[config.mk]
export PLATFORM = sky130hd
export DESIGN_NAME = sort_engine_ctrl
export DESIGN_NICKNAME = d
export VERILOG_FILES = /design/src/rtl/sort_engine_ctrl.sv
export SDC_FILE = /design/constraint.sdc
export NUM_CORES = 1
export LEC_CHECK = 0
export ABC_CLOCK_PERIOD_IN_PS = 2660
export CORE_UTILIZATION = 38
export CTS_BUF_LIST = sky130_fd_sc_hd__clkbuf_2
export CTS_CLUSTER_DIAMETER = 60
export DETAILED_ROUTE_END_ITERATION = 7
export PLACE_DENSITY = 0.65
export SKIP_LAST_GASP = 1
export SLEW_MARGIN = 20
export SYNTH_ARGS = -nofsm -noshare
export SYNTH_HDL_FRONTEND = slang
export SYNTH_SLANG_ARGS = --single-unit
export TNS_END_PERCENT = 20
[constraint.sdc]
create_clock -name clk_i -period 2.66 [get_ports clk_i]
set_input_delay 0.266 -clock clk_i [delete_from_list [all_inputs] [get_ports clk_i]]
set_output_delay 0.266 -clock clk_i [all_outputs]
set_load 0.02 [all_outputs]
[src/rtl/sort_engine_ctrl.sv]
`timescale 1ns/1ps
`default_nettype none
// +------------------------------------------------------------------------+
// | Module   : sort_engine_ctrl                                            |
// | Purpose  : Frame sequencer for the gnome sort engine. Takes one frame  |
// |            on a valid/ready input stream, clears and loads the engine, |
// |            starts the sort, waits for done, then drains the sorted     |
// |            words in ascending order onto a valid/ready output stream   |
// |            with a last marker.                                         |
// | Ports    : clk_i, rst_n_i (async, active-low)                          |
// |            s_valid_i/s_data_i/s_last_i/s_ready_o  input stream         |
// |            m_valid_o/m_data_o/m_last_o/m_ready_i  output stream        |
// |            eng_srst_o/eng_run_o/eng_wr_req_o/eng_wr_data_o/            |
// |            eng_rd_req_o/eng_rd_data_i/eng_done_i  engine control       |
// |            busy_o, overflow_o, timeout_o          status               |
// | Options  : SORT_CTRL_TIMEOUT_EN enables the WAIT-state watchdog.       |
// | Revision : 1.0  initial release                                        |
// +------------------------------------------------------------------------+
module sort_engine_ctrl #(
  parameter int AWIDTH         = 5,
  parameter int DWIDTH         = 8,
  parameter int TIMEOUT_CYCLES = 4 * (2**AWIDTH) * (2**AWIDTH)
) (
  input  logic              clk_i,
  input  logic              rst_n_i,
  input  logic              s_valid_i,
  input  logic [DWIDTH-1:0] s_data_i,
  input  logic              s_last_i,
  output logic              s_ready_o,
  output logic              m_valid_o,
  output logic [DWIDTH-1:0] m_data_o,
  output logic              m_last_o,
  input  logic              m_ready_i,
  output logic              eng_srst_o,
  output logic              eng_run_o,
  output logic              eng_wr_req_o,
  output logic [DWIDTH-1:0] eng_wr_data_o,
  output logic              eng_rd_req_o,
  input  logic [DWIDTH-1:0] eng_rd_data_i,
  input  logic              eng_done_i,
  output logic              busy_o,
  output logic              overflow_o,
  output logic              timeout_o
);

  localparam int              c_cw    = AWIDTH + 1;
  localparam logic [c_cw-1:0] c_depth = c_cw'(2**AWIDTH);
  localparam logic [c_cw-1:0] c_one   = c_cw'(1);

  typedef enum logic [2:0] {
    S_IDLE  = 3'd0,
    S_CLEAR = 3'd1,
    S_LOAD  = 3'd2,
    S_RUN   = 3'd3,
    S_WAIT  = 3'd4,
    S_DRAIN = 3'd5
  } state_t;

  state_t            r_state;
  state_t            w_state_nxt;

  logic [c_cw-1:0]   r_cnt;           // words written into the engine
  logic [c_cw-1:0]   r_issued;        // read requests issued in DRAIN
  logic              r_drop;          // at least one word was discarded
  logic              r_inflight;      // read issued last cycle, data arrives now
  logic              r_inflight_last; // that read targets word cnt-1
  logic [1:0]        r_occ;           // output FIFO occupancy (0..2)
  logic              r_wptr;
  logic              r_rptr;
  logic [DWIDTH-1:0] r_fifo_data [2];
  logic [1:0]        r_fifo_last;

  logic              w_full;
  logic              w_pop;
  logic [2:0]        w_level;
  logic              w_rd_req;
  logic              w_wd_hit;

  assign w_full = (r_cnt == c_depth);
  assign w_pop  = (r_occ != 2'd0) && m_ready_i;

  // Occupancy the FIFO will have once the in-flight word lands and the
  // current pop retires; a new read is only safe if that leaves a free slot.
  assign w_level  = {1'b0, r_occ} + {2'b00, r_inflight} - {2'b00, w_pop};
  assign w_rd_req = (r_state == S_DRAIN) && (r_issued < r_cnt) && (w_level < 3'd2);

  assign m_valid_o = (r_occ != 2'd0);
  assign m_data_o  = m_valid_o ? r_fifo_data[r_rptr] : '0;
  assign m_last_o  = m_valid_o & r_fifo_last[r_rptr];

`ifdef SORT_CTRL_TIMEOUT_EN
  localparam int c_wd_w = $clog2(TIMEOUT_CYCLES + 1);

  logic [c_wd_w-1:0] r_wd;

  // Counts cycles spent in WAIT; zero in every other state, so it starts
  // from 0 on each entry to WAIT.
  always_ff @(posedge clk_i or negedge rst_n_i) begin
    if (!rst_n_i) begin
      r_wd <= '0;
    end else if (r_state == S_WAIT) begin
      r_wd <= r_wd + c_wd_w'(1);
    end else begin
      r_wd <= '0;
    end
  end

  assign w_wd_hit = (r_wd == c_wd_w'(TIMEOUT_CYCLES));
`else
  logic w_unused_timeout;

  assign w_wd_hit         = 1'b0;
  assign w_unused_timeout = (TIMEOUT_CYCLES == 0);
`endif

  always_ff @(posedge clk_i or negedge rst_n_i) begin
    if (!rst_n_i) begin
      r_state <= S_IDLE;
    end else begin
      r_state <= w_state_nxt;
    end
  end

  always_comb begin
    w_state_nxt   = r_state;
    s_ready_o     = 1'b0;
    eng_srst_o    = 1'b0;
    eng_run_o     = 1'b0;
    eng_wr_req_o  = 1'b0;
    eng_wr_data_o = '0;
    eng_rd_req_o  = 1'b0;
    overflow_o    = 1'b0;
    timeout_o     = 1'b0;
    busy_o        = (r_state != S_IDLE);

    case (r_state)
      S_IDLE: begin
        // The pending word is not consumed here; LOAD accepts it.
        if (s_valid_i) begin
          w_state_nxt = S_CLEAR;
        end
      end
      S_CLEAR: begin
        eng_srst_o  = 1'b1;
        w_state_nxt = S_LOAD;
      end
      S_LOAD: begin
        s_ready_o = 1'b1;
        if (s_valid_i) begin
          if (!w_full) begin
            eng_wr_req_o  = 1'b1;
            eng_wr_data_o = s_data_i;
          end
          if (s_last_i) begin
            // Includes the case where the last word itself is the one dropped.
            overflow_o  = r_drop | w_full;
            w_state_nxt = S_RUN;
          end
        end
      end
      S_RUN: begin
        eng_run_o   = 1'b1;
        w_state_nxt = S_WAIT;
      end
      S_WAIT: begin
        if (eng_done_i) begin
          w_state_nxt = S_DRAIN;
        end else if (w_wd_hit) begin
          timeout_o   = 1'b1;
          w_state_nxt = S_IDLE;
        end
      end
      S_DRAIN: begin
        eng_rd_req_o = w_rd_req;
        if (w_pop && r_fifo_last[r_rptr]) begin
          w_state_nxt = S_IDLE;
        end
      end
      default: begin
        w_state_nxt = S_IDLE;
      end
    endcase
  end

  always_ff @(posedge clk_i or negedge rst_n_i) begin
    if (!rst_n_i) begin
      r_cnt           <= '0;
      r_issued        <= '0;
      r_drop          <= 1'b0;
      r_inflight      <= 1'b0;
      r_inflight_last <= 1'b0;
      r_occ           <= 2'd0;
      r_wptr          <= 1'b0;
      r_rptr          <= 1'b0;
      r_fifo_data[0]  <= '0;
      r_fifo_data[1]  <= '0;
      r_fifo_last     <= 2'b00;
    end else if (r_state == S_CLEAR) begin
      r_cnt           <= '0;
      r_issued        <= '0;
      r_drop          <= 1'b0;
      r_inflight      <= 1'b0;
      r_inflight_last <= 1'b0;
      r_occ           <= 2'd0;
      r_wptr          <= 1'b0;
      r_rptr          <= 1'b0;
    end else begin
      if ((r_state == S_LOAD) && s_valid_i) begin
        if (!w_full) begin
          r_cnt <= r_cnt + c_one;
        end else begin
          r_drop <= 1'b1;
        end
      end

      r_inflight      <= w_rd_req;
      r_inflight_last <= (r_issued == r_cnt - c_one);
      if (w_rd_req) begin
        r_issued <= r_issued + c_one;
      end

      // Engine read data is valid the cycle after its request.
      if (r_inflight) begin
        r_fifo_data[r_wptr] <= eng_rd_data_i;
        r_fifo_last[r_wptr] <= r_inflight_last;
        r_wptr              <= ~r_wptr;
      end
      if (w_pop) begin
        r_rptr <= ~r_rptr;
      end
      r_occ <= r_occ + {1'b0, r_inflight} - {1'b0, w_pop};
    end
  end

endmodule
`default_nettype wire

==> flow_metrics.py, run 1 <==
metrics = {
    "clocking": {
        "clk_path_buf_depth": 2,
        "htreeDepth": 2,
        "cts_root_buf": "clkbuf_2",
        "clk_pin_slew_ns": 0.23,
        "cts_buffers": 5,
        "cts_tree": "done",
        "cts.sinks": 40,
        "clk_latency_ns": 0.40,
    },
    "synthesis": {
        "yosysSeqAreaShare": 0.413,
        "netlist_top_cells_area": "dfrtp_1 (41%), ha_1 (6.2%), mux2i_1 (5.8%), mux2_4 (5.6%), xnor2_1 (4.3%)",
        "synth_cell_types": 48,
        "synthMuxAreaShare": 0.155,
        "syn_area_um2": 2430,
        "synth-simple-area-share": 0.210,
        "async_flop_share": 1.00,
        "synth_compound_area_frac": 0.0572,
        "yosysTopAreaCell": "dfrtp_1",
        "synth_most_common_cell": "dfrtp_1",
        "synth_edf_count": 0,
        "yosys-top-cells-count": "dfrtp_1 (40), nor2_1 (21), mux2i_1 (14)",
        "synth_ff_type": "dfrtp_1",
        "synth_top_area_frac": 0.413,
        "synth_top_family_by_area": "simple AND/OR/NAND/NOR gates",
        "synthAdderAreaFrac": 0.0701,
        "ys_ff_latch": 40,
        "synthXorXnorAreaFrac": 0.0505,
        "yosys_warnings": 0,
        "synthesis.nets": 258,
        "avgSynthCellArea_um2": 10.9,
        "syn_inst": 223,
    },
    "timing": {
        "setup_viol_count_final": 5,
        "worstMarginPinSlew_ns": 0.890,
        "fmax_mhz": 335,
        "hold_ws_ns": 0.437,
        "clock-skew-final_ns": 0.0226,
        "slew_viol_final": 0,
        "rsz0062_at_grt": "yes",
        "hold_viol_final": 0,
        "slew_headroom": 0.407,
        "period_share": 1.12,
        "fin_ws_ns": -0.325,
        "fin_crit_ns": 2.98,
    },
    "outcome": {
        "run_status": "finished with violations",
        "failed_checks": "negative setup slack",
    },
    "finish": {
        "diodes": 0,
        "drive_gt1_frac": 0.216,
        "seqCellArea_um2": 1000,
        "fillCellCount": 553,
        "area_growth_pct": 28.8,
        "final_util": 0.518,
        "fin_nets": 316,
        "multi_input_area_um2": 1390,
    },
    "run": {
        "maxCapViolations": 0,
    },
    "detailed_routing": {
        "vias_per_cell": 4.98,
        "route.detailed.drc": 0,
        "antenna_left": 0,
        "vias": 1777,
        "drt_wl_total_um": 4900,
        "wl_per_cell_um": 13.7,
        "first_pass_iters": 4,
        "first_iter_violations": 71,
    },
    "floorplanning": {
        "die_h_um": 81.9,
        "initial_utilization": 0.403,
        "io_pins": 48,
        "die_w_um": 81.9,
        "dieArea_um2": 6710,
        "coreArea_um2": 6030,
        "rows": 28,
    },
    "setup_path": {
        "critPathKind": "flop to primary output",
        "required_ns": 2.39,
        "worstReg2RegEnd": "r_issued[5]",
        "arrival_ns": 2.72,
        "crit_fanout": 2,
        "r2r_cells": 13,
        "r2r_start": "r_occ[0]",
        "crit_path_end_kind": "primary output",
        "ff2ff_setup_slack_ns": -0.15,
        "worst_setup_path_start_kind": "flop",
    },
    "power": {
        "p_per_area_nw_per_um2": 796,
        "peakVddDrop_mv": 0.403,
        "p_leak_nw": 1.37,
    },
    "global_routing": {
        "grt_pass1_wl_um": 8250,
        "first_global_vias": 1762,
        "overflow": 0,
        "grt_max_degree": 41,
        "gr-usage-all-layers": 0.162,
        "antenna_found_initial": 0,
    },
    "placement": {
        "hpwl_um": 3510,
        "gp_congestion": 0.775,
        "port_buffers": 46,
    },
    "hold_path": {
        "holdCritStartpoint": "eng_done_i",
        "hold_depth": 3,
        "hp-class": "input port to flop",
        "min_to": "r_state[0]",
    },
}
==> metal layers <==
layer / vias up / wire, um / track usage
li1: 884 / - / -
met3: 5 / 164 / 0.0411
met4: 0 / 34 / 0.0368
met2: 32 / 2300 / 0.275
met1: 856 / 2400 / 0.206
met5: - / 0 / 0
==> how the worst max path moves through the flow <==
| stage | depth (start not counted) | from | to |
|---|---|---|---|
| after floorplan | 11 | r_occ[0] | r_issued[4] |
| after CTS | 11 | r_occ[0] | eng_rd_req_o |
| after global placement | 10 | m_ready_i | eng_rd_req_o |
| after detailed placement | 10 | m_ready_i | eng_rd_req_o |
| after global routing | 11 | r_occ[0] | eng_rd_req_o |
| final | 11 | r_occ[0] | eng_rd_req_o |
==> power by group <==
group	switching [mW]	total (mW)	internal (mW)
Combinational	0.634	1.32	0.684
Sequential	0.168	0.896	0.728
Clock	0.214	0.275	0.0609
Total	1.02	2.49	1.47
==> kinds of logic (layout without fill, tap and decap cells) <==
group	Yosys count	after routing
fa+ha+maj	13	13
xor+xnor	14	14
mux	32	32
flops	40	40
other cells	1	1
simple gates	83	83
compound gates	20	20
buf+inv	20	79
==> worst max-delay path: stages, from the launching register on <==
cell     delay (ns)
dfrtp_1        0.47
nor2_4         0.11
inv_2          0.04
and2_4         0.16
ha_4           0.25
inv_2          0.04
ha_4           0.14
fa_1           0.48
a21oi_2        0.15
nand3_2        0.12
nor3_4         0.20
buf_6          0.14
==> cell type report <==
| class | count | area share |
|---|---|---|
| multi-input combinational | 163 | 0.444 |
| clock buffer | 5 | 0.00801 |
| inverter | 13 | 0.0156 |
| sequential | 40 | 0.320 |
| tap | 75 | 0.0300 |
| clock inverter | 3 | 0.00601 |
| timing repair buffer | 58 | 0.176 |
==> registers in the layout, indices dropped and copies added, names as in the netlist <==
| name | flops |
|---|---|
| r_inflight | 1 |
| r_occ | 2 |
| r_fifo_last | 2 |
| r_issued | 6 |
| r_fifo_data | 16 |
| r_rptr | 1 |
| r_wptr | 1 |
| r_drop | 1 |
| r_cnt | 6 |
| r_inflight_last | 1 |
| r_state | 3 |
==> stage by stage <==
stage	setup slack, ns	area (um2)	power (mW)	instances	TNS [ns]
after floorplan	-0.0330	2460	1.73	223	-0.0751
after global placement	-0.493	3020	2.16	346	-1.10
after detailed placement	-0.510	3020	2.18	346	-1.25
after CTS	-0.332	3090	2.47	356	-1.19
after global routing	-0.490	3120	2.69	357	-3.07
final	-0.325	3120	2.49	357	-0.715
==> cells in the final DEF (no fill, tap or decap), drive strengths merged, types with 2 or more instances in the layout <==
| master | instances |
|---|---|
| a21oi | 6 |
| and2 | 13 |
| and3 | 3 |
| and4 | 2 |
| and4bb | 2 |
| buf | 13 |
| clkbuf | 5 |
| clkdlybuf4s50 | 44 |
| clkinvlp | 2 |
| dfrtp | 40 |
| ha | 12 |
| inv | 13 |
| mux2 | 18 |
| mux2i | 14 |
| nand2 | 8 |
| nand2b | 6 |
| nand3 | 6 |
| nand4 | 6 |
| nor2 | 23 |
| nor2b | 2 |
| nor3 | 5 |
| nor4 | 3 |
| o211ai | 2 |
| o21a | 2 |
| o21ai | 3 |
| o31ai | 2 |
| or3 | 2 |
| xnor2 | 12 |
| xor2 | 2 |
==> what timing repair did <==
action	in CTS	in global routing
pin swaps	0	4
endpoints found under the hold margin	40	0
setup buffers	1	1
hold buffers	1	0
gates cloned	0	0
endpoints found under the setup margin	12	17
resized for setup	7	5
Power figures use the tool's default switching activity.
==> run 2, diff against run 1 <==
Settings changed: RECOVER_POWER set to 25.
==> run 2 against run 1 <==
- the run still ends with negative setup slack left
- highest routed layer unchanged
- die area stayed put
- setup slack stayed put
- register-to-register slack hardly changed
- critical path type unchanged
- global-route usage stayed put
- core utilization stayed put
- combinational power hardly changed
- largest cell class unchanged
- first-iteration DRC count stayed put
- flip-flop and latch count stayed put
- non-clock buffer count stayed put
- hold slack stayed put
- fmax stayed put
- power hardly changed
- critical endpoint unchanged
==> flow_metrics.py, run 2 (synthesis results as in run 1) <==
metrics = {
    "setup_path": {
        "worst_path_dominant_cell_family": "adder cells",
        "crit_chain": "nor2_4 > inv_2 > and2_4 > ha_4 > inv_2 > ha_4 > fa_1 > a21oi_2 > nand3_2 > nor3_4 > buf_6",
        "arrival_ns": 2.72,
        "crit_buf_inv": 3,
        "critPathKind": "flop to primary output",
        "slowest_stage": "fa_1",
        "crit_fanout": 2,
        "worstReg2RegEnd": "r_issued[5]",
        "r2r_start": "r_occ[0]",
        "worst_setup_path_start_kind": "flop",
        "crit_path_end_kind": "primary output",
        "cpPeakStageDelay_ns": 0.48,
        "r2r_cells": 13,
        "required_ns": 2.39,
        "ff2ff_setup_slack_ns": -0.15,
    },
    "global_routing": {
        "gr-usage-all-layers": 0.162,
        "grt_pass1_wl_um": 8250,
        "first_global_vias": 1762,
        "antenna_found_initial": 0,
        "overflow": 0,
        "grt_max_degree": 41,
    },
    "detailed_routing": {
        "wl_per_cell_um": 13.7,
        "drt_wl_total_um": 4900,
        "vias": 1777,
        "vias_per_cell": 4.98,
        "antenna_left": 0,
        "first_iter_violations": 71,
        "route.detailed.drc": 0,
        "first_pass_iters": 4,
    },
    "floorplanning": {
        "coreArea_um2": 6030,
        "io_pins": 48,
        "rows": 28,
        "dieArea_um2": 6710,
        "die_h_um": 81.9,
        "initial_utilization": 0.403,
        "die_w_um": 81.9,
    },
    "placement": {
        "port_buffers": 46,
        "dp_slack_ns": -0.510,
        "place_inst": 346,
        "gp_congestion": 0.775,
        "hpwl_um": 3510,
    },
    "clocking": {
        "clk_path_buf_depth": 2,
        "cts.sinks": 40,
        "cts_tree": "done",
        "clk_latency_ns": 0.40,
        "cts_buffers": 5,
        "clk_pin_slew_ns": 0.23,
        "htreeDepth": 2,
        "cts_root_buf": "clkbuf_2",
    },
    "finish": {
        "largest_reg_flops": 16,
        "fillCellCount": 553,
        "final_common_cell": "clkdlybuf4s50_1",
        "largest-register": "r_fifo_data",
        "final_util": 0.518,
        "final_cell_mix": "clkdlybuf4s50_1 (44), dfrtp_1 (40), nor2_1 (21)",
        "diodes": 0,
        "fin_nets": 316,
        "area_growth_pct": 28.8,
        "largestRegisters": "r_fifo_data (16), r_cnt (6), r_issued (6)",
        "stdcell_count": 357,
        "drive_gt1_frac": 0.216,
    },
    "timing": {
        "fin_ws_ns": -0.325,
        "worstMarginPinSlew_ns": 0.991,
        "hold_viol_final": 0,
        "period_share": 1.12,
        "clock-skew-final_ns": 0.0226,
        "rsz0062_at_grt": "yes",
        "setup_viol_count_final": 5,
        "fin_crit_ns": 2.98,
        "hold_ws_ns": 0.437,
        "slew_viol_final": 0,
        "fmax_mhz": 335,
        "slew_headroom": 0.339,
    },
    "hold_path": {
        "min_to": "r_state[0]",
        "hold_depth": 3,
        "holdCritStartpoint": "eng_done_i",
        "hp-class": "input port to flop",
    },
    "power": {
        "p_total_mw": 2.49,
        "peakVddDrop_mv": 0.403,
        "p_per_area_nw_per_um2": 797,
        "p_leak_nw": 1.37,
    },
    "outcome": {
        "failed_checks": "negative setup slack",
        "run_status": "finished with violations",
    },
    "run": {
        "maxCapViolations": 0,
    },
}
-- run 2: changes by cell type in the layout (fill, tap and decap cells not counted), sizes merged --
cell,change
buf,-1
clkbuf,+1
-- run 2: how the worst max path moves through the flow --
stage,to,cells past startpoint,slack (ns),start
finish,eng_rd_req_o,11,-0.32,r_occ[0]
floorplan,r_issued[4],11,-0.03,r_occ[0]
CTS,eng_rd_req_o,11,-0.33,r_occ[0]
global route,eng_rd_req_o,11,-0.49,r_occ[0]
global placement,eng_rd_req_o,10,-0.49,m_ready_i
detailed placement,eng_rd_req_o,10,-0.51,m_ready_i
-- run 2: per-layer routing --
metal  GRT usage  up-vias  routed length [um]
li1            -      884                   -
met1       0.206      856                2400
met2       0.275       32                2300
met3      0.0411        5                 162
met4      0.0368        0                  34
met5           0        -                   0
-- run 2: report_power, final --
| group | internal, mW | total, mW | leakage [nW] | switching (mW) |
|---|---|---|---|---|
| logic | 0.684 | 1.32 | 0.816 | 0.634 |
| clock network | 0.0609 | 0.275 | 0.0226 | 0.214 |
| registers | 0.728 | 0.897 | 0.527 | 0.168 |
-- run 2: metrics by stage --
| step | setup TNS [ns] | instance area (um2) |
|---|---|---|
| after global placement | -1.10 | 3020 |
| after detailed placement | -1.25 | 3020 |
| after floorplan | -0.0751 | 2460 |
| after CTS | -1.19 | 3090 |
| final | -0.715 | 3120 |
| after global routing | -3.07 | 3120 |
-- run 2: worst min-delay path: stages --
cell and delay, ns:
clkdlybuf4s50_1 0.40, nor2_1 0.08, o21ai_0 0.07
-- run 2: cell type report --
type | instances | area (um2) | share of cell area
Inverter | 13 | 48.8 | 0.0156
Clock buffer | 5 | 25.0 | 0.00801
Multi-Input combinational cell | 163 | 1390 | 0.444
Timing Repair Buffer | 58 | 549 | 0.176
Tap cell | 75 | 93.8 | 0.0300
Clock inverter | 3 | 18.8 | 0.00601
Sequential cell | 40 | 1000 | 0.320
-- run 2: repair_timing --
item	in CTS	in global routing
pin swaps	0	4
gates cloned	0	0
endpoints found under the hold margin	40	0
resized for setup	7	5
endpoints found under the setup margin	12	17
buffers inserted	1	1
hold buffers	1	0
